[src/rtl/id_stage.sv]
// id_stage: MIPS-style decode stage with a one-entry hold slot, a registered
// output slot towards execute, and a pending-write scoreboard for RAW/WAW stalls.
module id_stage (
  input  logic        id_stage_clk,
  input  logic        id_stage_rst_n,
  input  logic        if_valid,
  output logic        if_ready,
  input  logic [31:0] if_instr,
  input  logic [31:0] if_pc,
  output logic [4:0]  rf_read1,
  output logic [4:0]  rf_read2,
  input  logic [31:0] rf_data1,
  input  logic [31:0] rf_data2,
  input  logic        wb_we,
  input  logic [4:0]  wb_id,
  input  logic [31:0] wb_data,
  input  logic        flush,
  output logic        ex_valid,
  input  logic        ex_ready,
  output logic [31:0] ex_rs_data,
  output logic [31:0] ex_rt_data,
  output logic [31:0] ex_imm,
  output logic [4:0]  ex_dest,
  output logic        ex_we,
  output logic [5:0]  ex_opcode,
  output logic [5:0]  ex_funct,
  output logic [4:0]  ex_shamt,
  output logic [31:0] ex_pc,
  output logic        ex_illegal,
  output logic        o_dbg_state,
  output logic [31:0] o_dbg_pend
);

  // Handshake rule: a transfer happens on a rising edge where valid and ready
  // are both high; a ready never depends on the valid of its own interface.
  typedef enum logic {S_EMPTY = 1'b0, S_FULL = 1'b1} hold_state_t;

  hold_state_t r_state, w_state_next;
  logic [31:0] r_hold_instr, r_hold_pc;
  logic [31:0] r_pend, w_pend_next;

  logic        r_ex_valid, r_ex_we, r_ex_illegal;
  logic [31:0] r_ex_rs_data, r_ex_rt_data, r_ex_imm, r_ex_pc;
  logic [4:0]  r_ex_dest, r_ex_shamt;
  logic [5:0]  r_ex_opcode, r_ex_funct;

  logic        w_hold_valid, w_fetch, w_issue, w_hazard;
  logic [5:0]  w_opcode;
  logic [4:0]  w_rs, w_rt, w_rd, w_dest;
  logic [15:0] w_imm16;
  logic        w_we_raw, w_we, w_use_rs, w_use_rt, w_illegal;
  logic [31:0] w_imm, w_rs_data, w_rt_data;
  logic        w_wb_rs, w_wb_rt, w_wb_dest;

  assign w_hold_valid = (r_state == S_FULL);
  assign w_opcode     = r_hold_instr[31:26];
  assign w_rs         = r_hold_instr[25:21];
  assign w_rt         = r_hold_instr[20:16];
  assign w_rd         = r_hold_instr[15:11];
  assign w_imm16      = r_hold_instr[15:0];

  assign rf_read1 = w_rs;
  assign rf_read2 = w_rt;

  always_comb begin
    w_dest    = 5'd0;
    w_we_raw  = 1'b0;
    w_use_rs  = 1'b0;
    w_use_rt  = 1'b0;
    w_illegal = 1'b0;
    case (w_opcode)
      6'h00: begin
        w_dest   = w_rd;
        w_we_raw = 1'b1;
        w_use_rs = 1'b1;
        w_use_rt = 1'b1;
      end
      6'h08, 6'h09, 6'h0A, 6'h0C, 6'h0D, 6'h0E, 6'h0F, 6'h23: begin
        w_dest   = w_rt;
        w_we_raw = 1'b1;
        w_use_rs = 1'b1;
      end
      6'h2B, 6'h04, 6'h05: begin
        w_use_rs = 1'b1;
        w_use_rt = 1'b1;
      end
      6'h02: ;
      default: w_illegal = 1'b1;
    endcase
  end

  always_comb begin
    w_imm = {{16{w_imm16[15]}}, w_imm16};
    case (w_opcode)
      6'h0C, 6'h0D, 6'h0E: w_imm = {16'h0000, w_imm16};
      6'h0F:               w_imm = {w_imm16, 16'h0000};
      default:             ;
    endcase
  end

  // Register 0 is hardwired, so a write to it is architecturally a no-op.
  assign w_we = w_we_raw & (w_dest != 5'd0);

  assign w_wb_rs   = wb_we & (wb_id == w_rs);
  assign w_wb_rt   = wb_we & (wb_id == w_rt);
  assign w_wb_dest = wb_we & (wb_id == w_dest);

  assign w_hazard = (w_use_rs & r_pend[w_rs]   & ~w_wb_rs)
                  | (w_use_rt & r_pend[w_rt]   & ~w_wb_rt)
                  | (w_we     & r_pend[w_dest] & ~w_wb_dest);

  assign w_issue  = w_hold_valid & ~w_hazard & (~r_ex_valid | ex_ready) & ~flush;
  assign if_ready = (~w_hold_valid | w_issue) & ~flush;
  assign w_fetch  = if_valid & if_ready;

  assign w_rs_data = (w_rs == 5'd0) ? 32'h0 : (w_wb_rs ? wb_data : rf_data1);
  assign w_rt_data = (w_rt == 5'd0) ? 32'h0 : (w_wb_rt ? wb_data : rf_data2);

  always_comb begin
    w_state_next = r_state;
    case (r_state)
      S_EMPTY: if (w_fetch) w_state_next = S_FULL;
      S_FULL: begin
        if (flush)                  w_state_next = S_EMPTY;
        else if (w_issue && !w_fetch) w_state_next = S_EMPTY;
      end
      default: w_state_next = S_EMPTY;
    endcase
  end

  // A same-cycle issue to a register wins over its writeback clear.
  always_comb begin
    w_pend_next = r_pend;
    if (wb_we) w_pend_next[wb_id] = 1'b0;
    if (flush && r_ex_valid && !ex_ready && r_ex_we) w_pend_next[r_ex_dest] = 1'b0;
    if (w_issue && w_we) w_pend_next[w_dest] = 1'b1;
    w_pend_next[0] = 1'b0;
  end

  always_ff @(posedge id_stage_clk or negedge id_stage_rst_n) begin
    if (!id_stage_rst_n) begin
      r_state      <= S_EMPTY;
      r_hold_instr <= 32'h0;
      r_hold_pc    <= 32'h0;
      r_pend       <= 32'h0;
    end else begin
      r_state <= w_state_next;
      r_pend  <= w_pend_next;
      if (w_fetch) begin
        r_hold_instr <= if_instr;
        r_hold_pc    <= if_pc;
      end
    end
  end

  always_ff @(posedge id_stage_clk or negedge id_stage_rst_n) begin
    if (!id_stage_rst_n) begin
      r_ex_valid   <= 1'b0;
      r_ex_we      <= 1'b0;
      r_ex_illegal <= 1'b0;
      r_ex_rs_data <= 32'h0;
      r_ex_rt_data <= 32'h0;
      r_ex_imm     <= 32'h0;
      r_ex_pc      <= 32'h0;
      r_ex_dest    <= 5'd0;
      r_ex_shamt   <= 5'd0;
      r_ex_opcode  <= 6'd0;
      r_ex_funct   <= 6'd0;
    end else if (w_issue) begin
      r_ex_valid   <= 1'b1;
      r_ex_we      <= w_we;
      r_ex_illegal <= w_illegal;
      r_ex_rs_data <= w_rs_data;
      r_ex_rt_data <= w_rt_data;
      r_ex_imm     <= w_imm;
      r_ex_pc      <= r_hold_pc;
      r_ex_dest    <= w_dest;
      r_ex_shamt   <= r_hold_instr[10:6];
      r_ex_opcode  <= w_opcode;
      r_ex_funct   <= r_hold_instr[5:0];
    end else if (flush || ex_ready) begin
      r_ex_valid <= 1'b0;
    end
  end

  assign ex_valid    = r_ex_valid;
  assign ex_we       = r_ex_we;
  assign ex_illegal  = r_ex_illegal;
  assign ex_rs_data  = r_ex_rs_data;
  assign ex_rt_data  = r_ex_rt_data;
  assign ex_imm      = r_ex_imm;
  assign ex_pc       = r_ex_pc;
  assign ex_dest     = r_ex_dest;
  assign ex_shamt    = r_ex_shamt;
  assign ex_opcode   = r_ex_opcode;
  assign ex_funct    = r_ex_funct;
  assign o_dbg_state = r_state;
  assign o_dbg_pend  = r_pend;

endmodule

[config.mk]
export PLATFORM = sky130hd
export DESIGN_NAME = id_stage
export DESIGN_NICKNAME = d
export VERILOG_FILES = /design/src/rtl/id_stage.sv
export SDC_FILE = /design/constraint.sdc
export NUM_CORES = 1
export LEC_CHECK = 0
export ABC_AREA = 1
export CAP_MARGIN = 25
export CORE_ASPECT_RATIO = 0.9
export CORE_MARGIN = 4
export CORE_UTILIZATION = 40
export DETAILED_ROUTE_END_ITERATION = 16
export GPL_TIMING_DRIVEN = 0
export PLACE_DENSITY = 0.69
export SYNTH_ARGS = -nofsm -noshare
export SYNTH_HDL_FRONTEND = slang
export SYNTH_SLANG_ARGS = --single-unit
[constraint.sdc]
create_clock -name id_stage_clk -period 4.2 [get_ports id_stage_clk]
set_clock_uncertainty 0.1 [all_clocks]
set_input_delay 0.42 -clock id_stage_clk [delete_from_list [all_inputs] [get_ports id_stage_clk]]
set_output_delay 0.42 -clock id_stage_clk [all_outputs]
set_load 0.01 [all_outputs]
==> summary.txt, run 1 <==
Status
  – Outcome: finished clean

Worst setup path
  – Worst path bufs/invs: 4
  – Worst-path maximum fanout: 19
  – Crit path launch type: flip-flop
  – Crit path DAT: 3.36 ns
  – Required @ worst endpoint: roughly 3.7 ns
  – Worst R2R Path Depth: 18
  – R2r setup slk: ~0.55 ns
  – Delay-heaviest family, CP: simple AND/OR/NAND/NOR gates
  – Most frequent CP cell: nand2_1
  – Critical Path Sink: if_ready
  – Crit end category: output pin
  – Worst-path cell chain: nor2_2, nand3_1, nand3_4, nand2_2, nand2_2, buf_6, nand2_1, nand2_1, nand3_1, nand2_1, nand2_1, nor2_2, nand4_1, nand3_2, buf_6, buf_12, a21oi_1, dlymetal6s2s_1
  – WS Path Type: flip-flop to output pin
  – Worst reg2reg endpoint: ex_dest[0]
  – Crit-path slowest cell: dfrtp_1
  – Critical Path Start: r_hold_instr[31]
  – Cell depth of the worst setup path: 18
  – Reg-to-Reg Start: r_hold_instr[31]
  – CP max stage delay: 0.44 ns

Routing
  – DR vias: 12,884
  – Post-route ant nets: 0
  – DR iter-0 viols: 1,146
  – Avg Vias per Cell: 5.38
  – Drt pass-1 iters: 5
  – DRC viols: 0
  – Drt wl/cell: 21.1 µm
  – Total Wirelength: 50,600 µm

Power
  – Peak VDD IR: 0.376 mV
  – Leakage: 8.29 nW
  – Total power: 0.0112 W
  – PwrDens: 620 nW/µm²

Layout
  – Area grow syn2layout: 43.4%
  – Final std cells w/o fill: 2,394
  – Post-route design area: 18,100 µm²
  – Fraction of layout cells with a size suffix above 1: between 8 and 9%
  – Nets: 2,135
  – N_diodes: 0

Clock tree
  – CTS clk-pin slew, worst paths: 0.06 ns
  – H-tree depth: 1
  – CTS Sinks: 249
  – CTS max path bufs: 3
  – CTS Root Cell: clkbuf_16
  – Clk_lat worst skew: 0.54 ns
  – CTS tree: done
  – CTS buffer count: 28

Yosys
  – Yosys top cell area share: 49.5%
  – Warnings, synthesis: 0
  – Synth Cell Area: roughly 13,000 µm²
  – Top cells by area, synth: dfrtp_1 (49%), nand2_1 (17%), o31ai_1 (3.7%)
  – Average size of a mapped cell: 8.07 µm²
  – Yosys reg bits: 249
  – Syn_nets: 1,731
  – Distinct cells, synth: 37
  – Cell count after synthesis: 1,560
  – Sequential-to-total area share from yosys stat: between 40% and 50%
  – Post-synth top area cell: dfrtp_1

Min path
  – Hold crit path type: input pin to async pin

Die
  – Die H: 176 µm
  – Total die area: around 34,000 µm²
  – Die Wd: 195 µm
  – # IOs: 368
  – Initial Utilization: around two fifths
  – Core footprint: around 31,000 µm²
  – Row cnt: 61

Global route
  – Global-route wire length before repair: approximately 77,000 µm
  – Antenna violations before repair: 1
  – Vias in the first global route: between 10,000 and 15,000
  – Pin count of the biggest net entering global routing: 114
  – Grt total ovfl: 0
  – GRT Overall Usage: 28.5%

Timing
  – Fmax: 258 MHz
  – Final hold vios: 0
  – Slew Viols, Final: 0
  – Part of the cycle the worst path needs: just over 90%
  – Slew Limit Headroom: between 40 and 50%
  – Worst Tran Pin Value: 0.844 ns
  – Post-route minimum period: 3.88 ns
  – Final Setup Violations: 0
  – RSZ-0062 raised after global routing: false
  – Setup_tns: 0 ns

Placement
  – DPL Wire Length: 38,400 µm
  – Final GP Congestion: between 0.9 and 1
  – Placed cell count: 2,336
  – Port Buffers: about 360
  – Placement Cell Area: 16,800 µm²

Run
  – Max-Cap Viols: 0
[synth_stat cells (all sizes together)]
master / n
nand3b: 4
o22ai: 4
buf: 61
a211oi: 1
a21oi: 49
clkbuf: 51
nor3: 13
o221ai: 16
o211ai: 6
conb: 1
nand2: 569
inv: 86
xor2: 2
o21ai: 77
and3: 1
o21bai: 32
a221oi: 1
dfrtp: 249
o31ai: 72
o311ai: 1
nand3: 69
nand4: 69
nor2: 92
mux2i: 32
nor4: 2
[cells in the final DEF, fill, tap and decap left out, types with 35 or more instances in the layout]
| cell | instances |
|---|---|
| nand2_1 | 562 |
| o21ai_0 | 72 |
| dfrtp_1 | 248 |
| o31ai_1 | 62 |
| nand3_1 | 65 |
| clkdlybuf4s50_1 | 361 |
| a21oi_1 | 46 |
| nand4_1 | 68 |
| clkbuf_1 | 50 |
| buf_2 | 35 |
| nor2_1 | 81 |
| inv_1 | 79 |
[worst min path at each step]
stage                         startpoint              to  cells past startpoint
after floorplan           id_stage_rst_n      ex_dest[0]                      0
after global placement     r_hold_pc[24]       ex_pc[24]                      2
after detailed placement  id_stage_rst_n  ex_rt_data[10]                      1
after CTS                 id_stage_rst_n  ex_rt_data[10]                      2
after global routing      id_stage_rst_n  ex_rt_data[10]                      2
final                     id_stage_rst_n  ex_rt_data[10]                      2
[power breakdown]
| part | total, W | switching, W | internal, W |
|---|---|---|---|
| combinational | 0.00448 | 0.00230 | 0.00219 |
| clock | 0.00283 | 0.00101 | 0.00182 |
| sequential | 0.00390 | 0.000653 | 0.00324 |
| total | 0.0112 | 0.00396 | 0.00725 |
[registers in the layout, summed over array words and instances, names as in the netlist]
register / cells
o_dbg_state: 1
ex_rs_data: 32
ex_rt_data: 32
r_hold_pc: 32
ex_opcode: 6
ex_shamt: 5
ex_funct: 6
r_hold_instr: 32
ex_imm: 32
ex_we: 1
ex_valid: 1
ex_dest: 5
ex_illegal: 1
o_dbg_pend: 31
ex_pc: 32
[logic make-up (layout without fill, tap and decap cells)]
| group | after synthesis | count (layout) | synth area share [%] |
|---|---|---|---|
| AND/OR/NAND/NOR | 819 | 819 | 27.2 |
| AO/OA/AOI/OAI | 259 | 259 | 13.5 |
| flip-flops | 249 | 249 | 49.5 |
| buffers and inverters | 198 | 623 | 7.09 |
| multiplexers | 32 | 32 | 2.54 |
| XOR/XNOR | 2 | 2 | 0.139 |
| other | 1 | 1 | 0.0298 |
[routing by layer]
layer,vias up,global-route usage (%),wire length (µm)
met2,611,45.3,22800
met3,62,6.62,4930
met5,-,0,13
met4,2,5.21,905
li1,6014,-,-
met1,6195,40.6,21900
[repair_timing]
action / in CTS / in global routing
hold buffers: 1 / 0
pin swaps: 2 / 4
endpoints found under the setup margin: 1 / 1
gates resized for setup: 22 / 15
setup buffers: 4 / 4
endpoints found under the hold margin: 28 / 0
[worst register-to-register path, cell delays in order, from the launching register on]
cell      delay [ns]
dfrtp_1         0.44
nor2_2          0.25
nand3_1         0.18
nand3_4         0.19
nand2_2         0.10
nand2_2         0.13
buf_6           0.17
nand2_1         0.07
nand2_1         0.06
nand3_1         0.08
nand2_1         0.09
nand2_1         0.07
nor2_2          0.14
nand4_1         0.17
nand3_2         0.12
buf_6           0.13
buf_4           0.21
clkbuf_1        0.62
o21ai_0         0.18
[per-stage QoR]
step / utilization, % / worst slack [ns] / hold slack [ns]
after floorplan: - / 1.35 / 0.0244
after global placement: 54.0 / -8.40 / 0.353
after detailed placement: 54.2 / -0.382 / 0.194
after CTS: 58.0 / 0.0137 / 0.211
after global routing: 58.3 / 0.158 / 0.244
final: 58.3 / 0.319 / 0.226
[layout make-up]
cell class | count | area [µm²]
fillers | 2881 | 12900
clock inverters | 14 | 273
flip-flops and latches | 249 | 6230
repair buffers | 376 | 3780
clock buffers | 37 | 796
plain buffers | 110 | 592
well taps | 409 | 512
inverters | 86 | 330
multi-input cells | 1113 | 5550
Note: power is estimated with default switching activity, not from simulation.
==> run 2: changes to the inputs <==
--- a/config.mk
+++ b/config.mk
@@ -12,7 +12,7 @@
 export CORE_UTILIZATION = 40
 export DETAILED_ROUTE_END_ITERATION = 16
 export GPL_TIMING_DRIVEN = 0
-export PLACE_DENSITY = 0.69
+export PLACE_DENSITY_LB_ADDON = 0.08
 export SYNTH_ARGS = -nofsm -noshare
 export SYNTH_HDL_FRONTEND = slang
 export SYNTH_SLANG_ARGS = --single-unit
==> summary.txt, run 2 (synthesis results as in run 1) <==
Timing
  – Worst Tran Pin Value: 0.814 ns (-0.0297 ns)
  – Final WS setup: 0.194 ns (-0.125 ns)
  – Slew Limit Headroom: 45.7% (+2.0 points)
  – Post-route minimum period: 4.01 ns (+0.125 ns)
  – Final hold vios: 0 (unchanged)
  – Slew Viols, Final: 0 (unchanged)
  – Part of the cycle the worst path needs: 95.4% (+3.0 points)
  – Final Setup Violations: 0 (unchanged)
  – Fmax: 250 MHz (-3.1%)

Routing
  – Met3 routed WL: 4850 µm (-1.6%)
  – DR vias: 12,847 (-0.29%)
  – Met2 wire length: 22,500 µm (-1.5%)
  – Metal-1 WL: 21,300 µm (-2.5%)
  – DR iter-0 viols: 1,010 (-12%)
  – Total Wirelength: 50,200 µm (-0.75%)
  – DRC viols: 0 (unchanged)
  – Drt wl/cell: 21.0 µm (-0.59%)
  – Avg Vias per Cell: 5.38 (-0.12%)
  – Top Layer Used: met4
  – Drt pass-1 iters: 5 (unchanged)
  – Post-route ant nets: 0 (unchanged)

Global route
  – Global-route wire length before repair: 76,300 µm (-1.2%)
  – Vias in the first global route: 12,476 (+0.064%)
  – GRT Overall Usage: 28.2% (-0.30 points)
  – Pin count of the biggest net entering global routing: 121 (+6.1%)
  – Grt total ovfl: 0 (unchanged)
  – Antenna violations before repair: 0 (-1)

Worst setup path
  – Crit-path slowest cell: dfrtp_1
  – Required @ worst endpoint: 3.68 ns (about the same)
  – WS Path Type: flip-flop to output pin
  – Crit path launch type: flip-flop
  – Worst-path cell chain: nand2_1, inv_1, nand3_1, nand3_4, nand2_2, nand2_2, buf_8, nor2_4, nand2_1, inv_2, a21oi_1, nand4_1, nand3_2, buf_8, buf_12, a21oi_1, clkbuf_2
  – Worst-path maximum fanout: 19 (unchanged)
  – Crit path DAT: 3.49 ns (+0.13 ns)
  – Crit end category: output pin
  – CP max stage delay: 0.43 ns (about the same)

Layout
  – Most frequent cells in the layout: nand2_1 (562), clkdlybuf4s50_1 (361), dfrtp_1 (249), nor2_1 (83), inv_1 (80)
  – Most common cell after layout, fill and taps aside: nand2_1
  – Nets: 2,135 (unchanged)
  – Area grow syn2layout: 41.8%
  – N_diodes: 0 (unchanged)
  – Fraction of layout cells with a size suffix above 1: 7.67% (-0.79 points)
  – Core Util, Final: 57.6% (-0.68 points)
  – Final std cells w/o fill: 2,390 (-0.17%)
  – Post-route design area: 17,900 µm² (-1.2%)

Power
  – Leakage: 8.19 nW (-1.2%)
  – Int Power: 0.00685 W (-5.5%)
  – PwrDens: 604 nW/µm² (-2.7%)
  – Clock power share: 22.4% (-2.8 points)
  – Peak VDD IR: 0.363 mV (-3.2%)
  – Comb power frac: 41.5% (+1.5 points)
  – Register share of total power: 36.1% (+1.3 points)
  – Switching Share: 36.5% (+1.1 points)
  – Psw: 0.00393 W (-0.73%)

Die
  – Die Wd: 195 µm (unchanged)
  – # IOs: 368 (unchanged)
  – Core footprint: 31,000 µm² (unchanged)
  – Row cnt: 61 (unchanged)
  – Total die area: 34,400 µm² (unchanged)
  – Initial Utilization: 40.6% (unchanged)
  – Die H: 176 µm (unchanged)

Clock tree
  – CTS tree: done
  – CTS Sinks: 249 (unchanged)
  – CTS max path bufs: 3 (unchanged)
  – CTS clk-pin slew, worst paths: 0.06 ns (about the same)
  – CTS Root Cell: clkbuf_16
  – Clk_lat worst skew: 0.55 ns (about the same)
  – H-tree depth: 1 (unchanged)
  – CTS buffer count: 28 (unchanged)

Placement
  – Placed cell count: 2,336 (unchanged)
  – Final GP Congestion: 0.997 (+0.73%)
  – Pre-CTS setup slack: -0.330 ns (+0.0516 ns)
  – Port Buffers: 363 (unchanged)
  – Placement Cell Area: 16,800 µm² (unchanged)
  – DPL Wire Length: 38,400 µm (about the same)

Run
  – Max-Cap Viols: 0 (unchanged)

Status
  – Outcome: finished clean

Min path
  – Hold crit path type: input pin to async pin
-- run 2: cell types whose count changed in the layout (fill, tap and decap cells not counted), sizes merged --
cell | before | now
bufinv | 8 | 2
clkbuf | 88 | 91
clkinv | 5 | 4
dlymetal6s2s | 1 | 0
inv | 84 | 85
-- run 2: power by group through the flow --
stage                     clock network, W  logic [W]  registers, W
after floorplan                          0    0.00165       0.00409
after global placement                   0    0.00438       0.00390
after detailed placement                 0    0.00442       0.00391
after CTS                          0.00247    0.00446       0.00389
after global routing               0.00256    0.00486       0.00399
final                              0.00241    0.00447       0.00389
-- run 2: through the flow --
step	hold WS [ns]	TNS, ns	power (W)
floorplan	0.0244	0	0.00574
global placement	0.350	-2100.55	0.00828
detailed placement	0.263	-0.330	0.00833
CTS	0.277	0	0.0108
global route	0.308	-0.00429	0.0114
finish	0.288	0	0.0108
-- run 2: timing repair --
action,CTS,global route
hold endpoints to repair,48,0
resized for setup,14,17
hold buffers,1,0
setup buffers,0,7
endpoints found under the setup margin,1,1
pin swaps,1,5
-- run 2: path summary, 6_finish.rpt --
path / start / end / slack [ns] / cells past startpoint
setup / recovery: r_hold_instr[27] / if_ready / 0.19 / 17
hold / removal: id_stage_rst_n / ex_rs_data[8] / 0.29 / 2
setup reg to reg: r_hold_instr[31] / ex_opcode[1] / 0.71 / 17
hold reg to reg: r_hold_pc[1] / ex_pc[1] / 0.36 / 2
max in group asynchronous: id_stage_rst_n / ex_rs_data[29] / 2.75 / 3
min in group id_stage_clk: if_instr[9] / r_hold_instr[9] / 0.33 / 3
-- run 2: per-layer routing --
| layer | vias to the layer above | track usage [%] |
|---|---|---|
| li1 | 6022 | - |
| met1 | 6118 | 38.8 |
| met2 | 608 | 44.7 |
| met3 | 99 | 7.40 |
| met4 | 0 | 7.48 |
| met5 | - | 0 |
-- run 2: critical path, delay by kind of cell (launching register included) --
| kind | cells | cell delay, ns |
|---|---|---|
| DFF | 1 | 0.43 |
| buffers and inverters | 6 | 0.87 |
| AOI/OAI and AO/OA | 2 | 0.20 |
| and+or+nand+nor | 9 | 1.39 |
-- run 2: area by class of cell --
cell class                 instances  area, µm²
buffer                           111        602
clock buffer                      39        792
clock inverter                     8        106
fill                            2908      13100
inverter                          86        327
multi-input combinational       1113       5520
sequential                       249       6230
tap                              409        512
timing repair buffer             375       3760
==> RTL edit 1, RTL diff (flow settings as in run 1) <==
Reset style: synchronous (`id_stage_rst_n`), changed in 2 clocked blocks.
--- a/src/rtl/id_stage.sv
+++ b/src/rtl/id_stage.sv
@@ -137,7 +137,7 @@
     w_pend_next[0] = 1'b0;
   end
 
-  always_ff @(posedge id_stage_clk or negedge id_stage_rst_n) begin
+  always_ff @(posedge id_stage_clk) begin
     if (!id_stage_rst_n) begin
       r_state      <= S_EMPTY;
       r_hold_instr <= 32'h0;
@@ -153,7 +153,7 @@
     end
   end
 
-  always_ff @(posedge id_stage_clk or negedge id_stage_rst_n) begin
+  always_ff @(posedge id_stage_clk) begin
     if (!id_stage_rst_n) begin
       r_ex_valid   <= 1'b0;
       r_ex_we      <= 1'b0;
Behaviour: differs if id_stage_rst_n is asserted again (counterexample within 4 cycles, from zero or initial values and one cycle with id_stage_rst_n low); with id_stage_rst_n held inactive, the same outputs for 4 cycles.
==> RTL edit 1 against run 1 <==
Non-clock buffer count increased by 25. Final area decreased by 1.4%. Wire length increased by 7.7%. Sequential cell count unchanged. Synthesized area about the same. Count of clock-buffer cells in the layout increased by 8. Sequential share of layout area decreased by 6.5 points. First-iteration DRC count increased by 3.1%. Worst setup slack got worse by 130 ps. Critical endpoint unchanged.
Power is not compared: it rests on default switching activity, and its combinational part moved more than twofold at a synthesized area within 25%.
==> RTL edit 1: results (changes against run 1) <==
Critical path
  • CP arrival: 3490 ps (was 3360 ps)
  • Worst path slowest cell: clkdlybuf4s50_1 (was dfrtp_1)
  • Reg2reg setup slack: 730 ps (was 550 ps)
  • FF-to-FF path depth: 14 (was 18)
  • Worst R2R End: ex_illegal (was ex_dest[0])
  • Worst-path maximum fanout: 10 (was 19)
  • Worst Setup SP: r_hold_instr[21] (was r_hold_instr[31])
  • Slowest stage delay, CP: 620 ps (was 440 ps)

Routing
  • WL met3: 4.853 mm (was 4.926 mm)
  • Highest metal used: met4 (was met5)
  • Pre-antenna DRT Iters: 7 (was 5)
  • Vias per std cell: 5.285 (was 5.382)
  • DR WL met2: 25.22 mm (was 22.82 mm)
  • First DRT Iteration DRCs: 1181 (was 1146)
  • Drt total wl: 54.45 mm (was 50.55 mm)
  • Metal-1 WL: 23.27 mm (was 21.89 mm)

Placement
  • Hpwl dp: 42.07 mm (was 38.43 mm)
  • Cells after DPL: 2674 (was 2336)
  • Placer Congestion: 0.9737 (was 0.9895)
  • Buffers on Ports: 362 (was 363)
  • Pre-CTS setup slack: -27.77 ps (was -381.9 ps)
  • Placed Area: 16730 sq um (was 16810 sq um)

Synth
  • Distinct cells, synth: 35 (was 37)
  • Mapped Cells: 1901 (was 1560)
  • Async set-reset flop share out of synthesis: 0 (was 1.000)
  • Top cells by area, synth: dfxtp_1 40%, nand2_1 12%, a21oi_1 8.8% (was dfrtp_1 49%, nand2_1 17%, o31ai_1 3.7%)
  • Syn Nets: 2072 (was 1731)
  • Commonest cells in the netlist: 386 x nand2_1, 261 x inv_1, 249 x dfxtp_1 (was 566 x nand2_1, 249 x dfrtp_1, 85 x nor2_1)
  • Seq/Total Area, Yosys: 0.3961 (was 0.4948)

CTS
  • Clk_lat worst skew: 570 ps (was 540 ps)
  • H-Tree Level Count: 1 (unchanged)
  • Number of buffers created by CTS: 30 (was 28)

Finish
  • Fill count: 3021 (was 2881)
  • Net count, final: 2473 (was 2135)
  • Post-Layout Cell Count: 2735 (was 2394)
  • Share of cells above drive strength 1: 0.06194 (was 0.08463)

Global routing
  • Gr usage total: 0.2989 (was 0.2849)
  • Pin count of the biggest net entering global routing: 17 (was 114)
  • M2 GR Usage: 0.5016 (was 0.4530)
  • Global-route wire length before repair: 81.50 mm (was 77.22 mm)
  • Initial antenna violation count: 0 (was 1)
  • Grt met1 use: 0.4005 (was 0.4059)
  • Grt met3 use: 0.06373 (was 0.06621)

Floorplan
  • Core area: 30990 sq um (unchanged)

Pwr
  • Maximum vdd drop: 0.3334 mV

STA
  • Min Hold Slack: 345.0 ps (was 226.5 ps)
  • Slew margin rel.: 0.4690 (was 0.4374)
  • Min Tclk post-route: 4011 ps (was 3881 ps)

Worst hold path
  • Hold crit path type: reg -> reg (was in -> async)

Outcome
  • Status: completed (unchanged)
## RTL edit 1: cell types whose count changed in the layout (fill, tap and decap cells not counted), moves of 26 or more
cell / delta
o211ai_1: +65
mux2i_1: -32
dfxtp_1: +249
o21ai_0: +26
clkbuf_1: +26
o21bai_1: -32
inv_1: +181
a21oi_1: +175
o31ai_1: -62
nand2_1: -177
dfrtp_1: -248
nor2_1: +161
## RTL edit 1: layout make-up
type / instances / share of cell area
antenna: 1 / 0.0001405
buffer: 141 / 0.04179
clock buffer: 45 / 0.04923
clock inverter: 10 / 0.006531
inverter: 267 / 0.05646
multi-input combinational: 1243 / 0.3309
sequential: 249 / 0.2798
tap: 409 / 0.02872
timing repair buffer: 370 / 0.2065
## RTL edit 1: power breakdown
part	internal (W)	switching, W
combinational	0.000438	0.000611
clock	0.00151	0.00108
sequential	0.00245	0.0000648
total	0.00440	0.00175
## RTL edit 1: cells by family after synthesis
logic type,share of synthesized area
simple gates,0.2721
compound gates,0.1899
other cells,0.0002980
xor+xnor,0.002784
flops,0.3961
buf+inv,0.1388
## RTL edit 1: worst max-delay path: cells and delay by family (launching register included)
kind,cells,cell delay [ps]
buffers and inverters,2,1000
AO/OA/AOI/OAI,3,510
AND/OR/NAND/NOR,5,1030
flip-flops,1,370
## RTL edit 1: per-stage QoR
step                  util  total power (W)
floorplan                -         0.003091
global placement    0.5396         0.003568
detailed placement  0.5400         0.003578
CTS                 0.5741         0.006163
global route        0.5749         0.006395
finish              0.5749         0.006149
## RTL edit 1: repair_timing
action,4_1_cts,5_1_grt
resized for setup,14,2
setup buffers,3,2
endpoints found under the setup margin,1,1
cloned,0,0
==> RTL edit 2, RTL diff (config.mk and constraints of run 1) <==
Without the edit above. Register the output `o_dbg_pend` once more; this adds one clock of latency there. The other outputs are not delayed to match.
--- a/src/rtl/id_stage.sv
+++ b/src/rtl/id_stage.sv
@@ -195,7 +195,9 @@
   assign ex_opcode   = r_ex_opcode;
   assign ex_funct    = r_ex_funct;
   assign o_dbg_state = r_state;
-  assign o_dbg_pend  = r_pend;
+  always_ff @(posedge id_stage_clk) begin
+    o_dbg_pend <= r_pend;
+  end
 
 endmodule
 
Function: changed (Yosys sat finds a counterexample within 4 cycles, from zero or initial values and one cycle with id_stage_rst_n low).
==> RTL edit 2 against run 1 <==
Sequential cell count is 31 higher. Fmax is 1.4% higher. Final cell count is 0.58% higher. Synthesized area is 6.2% higher. Critical path depth is 1 lower. Sequential share of layout area is 2.0 points higher. Final area is 3.9% higher. Worst hold slack better by 39 ps. Wire length is 0.24% higher. Power is 4.7% higher. Sequential power is 9.2% higher. Worst setup slack better by 55 ps.
==> RTL edit 2: results (changes against run 1) <==
Routing
  • Via Count: 12990 (was 12880)
  • Vias per std cell: 5.396 (was 5.382)
  • Routed len/inst: 21.04 um (was 21.12 um)
  • First DRT Iteration DRCs: 1008 (was 1146)

CTS
  • Max clock buf depth: 3 (unchanged)
  • Number of buffers created by CTS: 31 (was 28)
  • Root buf cell: clkbuf_16 (unchanged)
  • Clk_lat worst skew: 590 ps (was 540 ps)
  • Clock transition at path regs: 70 ps

Critical path
  • FF-to-FF path depth: 20 (was 18)
  • Slowest stage delay, CP: 460 ps (was 440 ps)
  • Worst Setup SP: r_hold_instr[27] (was r_hold_instr[31])
  • Reg2reg setup slack: 790 ps (was 550 ps)
  • Worst path slowest cell: nor2_1 (was dfrtp_1)
  • Worst R2R End: ex_dest[4] (was ex_dest[0])
  • Worst-path maximum fanout: 10 (was 19)

Synth
  • Async set-reset flop share out of synthesis: 0.8893 (was 1.000)
  • Seq/Total Area, Yosys: 0.5122 (was 0.4948)
  • Top cells by area, synth: dfrtp_1 47%, nand2_1 15%, dfxtp_1 4.6% (was dfrtp_1 49%, nand2_1 17%, o31ai_1 3.7%)
  • Syn Nets: 1731 (unchanged)
  • Distinct cells, synth: 41 (was 37)
  • Commonest cells in the netlist: 518 x nand2_1, 249 x dfrtp_1, 85 x o21ai_0 (was 566 x nand2_1, 249 x dfrtp_1, 85 x nor2_1)

Pwr
  • Maximum vdd drop: 0.4525 mV (was 0.3755 mV)
  • P_leak: 8.357 nW (was 8.286 nW)

STA
  • Worst slew pin tran: 1008 ps (was 843.8 ps)

Worst hold path
  • Hold_sp: r_pend[22]
  • Hold Crit Endpoint: o_dbg_pend[22]
  • Hold crit path type: reg -> reg (was in -> async)

Global routing
  • Gr usage total: 0.2710 (was 0.2849)
  • Global-route wire length before repair: 78.06 mm (was 77.22 mm)
  • Pin count of the biggest net entering global routing: 121 (was 114)
  • Initial antenna violation count: 1 (unchanged)

Placement
  • Buffers on Ports: 363 (unchanged)
  • Cells after DPL: 2348 (was 2336)
  • Hpwl dp: 38.97 mm (was 38.43 mm)
  • Placer Congestion: 0.9609 (was 0.9895)

Finish
  • Share of cells above drive strength 1: 0.09521 (was 0.08463)
  • Net count, final: 2131 (was 2135)
  • Fill count: 3084 (was 2881)

Outcome
  • Status: completed (unchanged)

Job
  • Max Cap Viol: 0 (unchanged)
[RTL edit 2: cell count changes in the layout (fill, tap and decap cells not counted), moves of 6 or more]
cell and change:
buf_2 -6, buf_4 -7, buf_6 +9, clkbuf_1 -8
dfxtp_1 +31, nand2_1 -46, nand3_1 -15, nor2_1 -13
o21ai_0 +13, o21ai_1 +29, o31ai_1 -18, o31ai_2 +26
[RTL edit 2: worst register-to-register path: cells and delay by family, from the launching register on]
family	cells	cell delay [ps]
and+or+nand+nor	14	1560
AOI/OAI and AO/OA	1	110
DFF	1	410
buffers and inverters	5	1160
[RTL edit 2: timing repair]
item	in CTS	in global routing
endpoints found under the hold margin	63	0
hold buffers	1	0
buffers inserted	1	0
endpoints found under the setup margin	1	1
gates resized for setup	13	4
[RTL edit 2: stage by stage]
stage / area (sq um) / utilization / setup WS (ps) / hold WS (ps) / power, W
3_5_place_dp: 17600 / 0.5343 / -308.6 / 252.7 / 0.008792
6_report: 18770 / 0.5696 / 374.6 / 265.0 / 0.01173
5_1_grt: 18760 / 0.5695 / 167.5 / 273.9 / 0.01237
2_1_floorplan: 13380 / - / 1379 / 24.41 / 0.006217
4_1_cts: 18750 / 0.5690 / 20.77 / 264.5 / 0.01177
3_3_place_gp: 17540 / 0.5323 / -8297 / 254.7 / 0.008712
[RTL edit 2: cell type report]
type / count / area (sq um) / area share
tap: 422 / 528.0 / 0.02814
clock buffer: 43 / 900.9 / 0.04800
inverter: 90 / 337.8 / 0.01800
multi-input combinational: 1080 / 5588 / 0.2978
sequential: 280 / 6852 / 0.3651
antenna: 1 / 2.502 / 0.0001333
buffer: 109 / 631.9 / 0.03367
clock inverter: 15 / 207.7 / 0.01107
timing repair buffer: 368 / 3719 / 0.1981
[RTL edit 2: routing by layer]
metal | wire, um | vias to the layer above | GRT usage | share of wire
met3 | 4981 | 78 | 0.07893 | 0.098
met5 | 8 | - | 0 | 0.00016
met2 | 23240 | 607 | 0.4403 | 0.46
met4 | 1077 | 2 | 0.05698 | 0.021
met1 | 21370 | 6245 | 0.3647 | 0.42
li1 | - | 6061 | - | -
[RTL edit 2: cell families (layout without fill, tap and decap cells)]
family / Yosys count / in the layout / share of synthesized area
compound gates: 307 / 307 / 0.1563
xor+xnor: 2 / 2 / 0.001310
buf+inv: 200 / 625 / 0.07212
flops: 280 / 280 / 0.5122
mux: 32 / 32 / 0.02395
other cells: 1 / 2 / 0.0002803
simple gates: 738 / 738 / 0.2338
[RTL edit 2: report_power, final]
part / switching, W / leakage [nW] / total (W) / internal, W
Sequential: 0.000669 / 3.42 / 0.00426 / 0.00359
Combinational: 0.00233 / 4.40 / 0.00454 / 0.00221
Clock: 0.00118 / 0.541 / 0.00293 / 0.00175
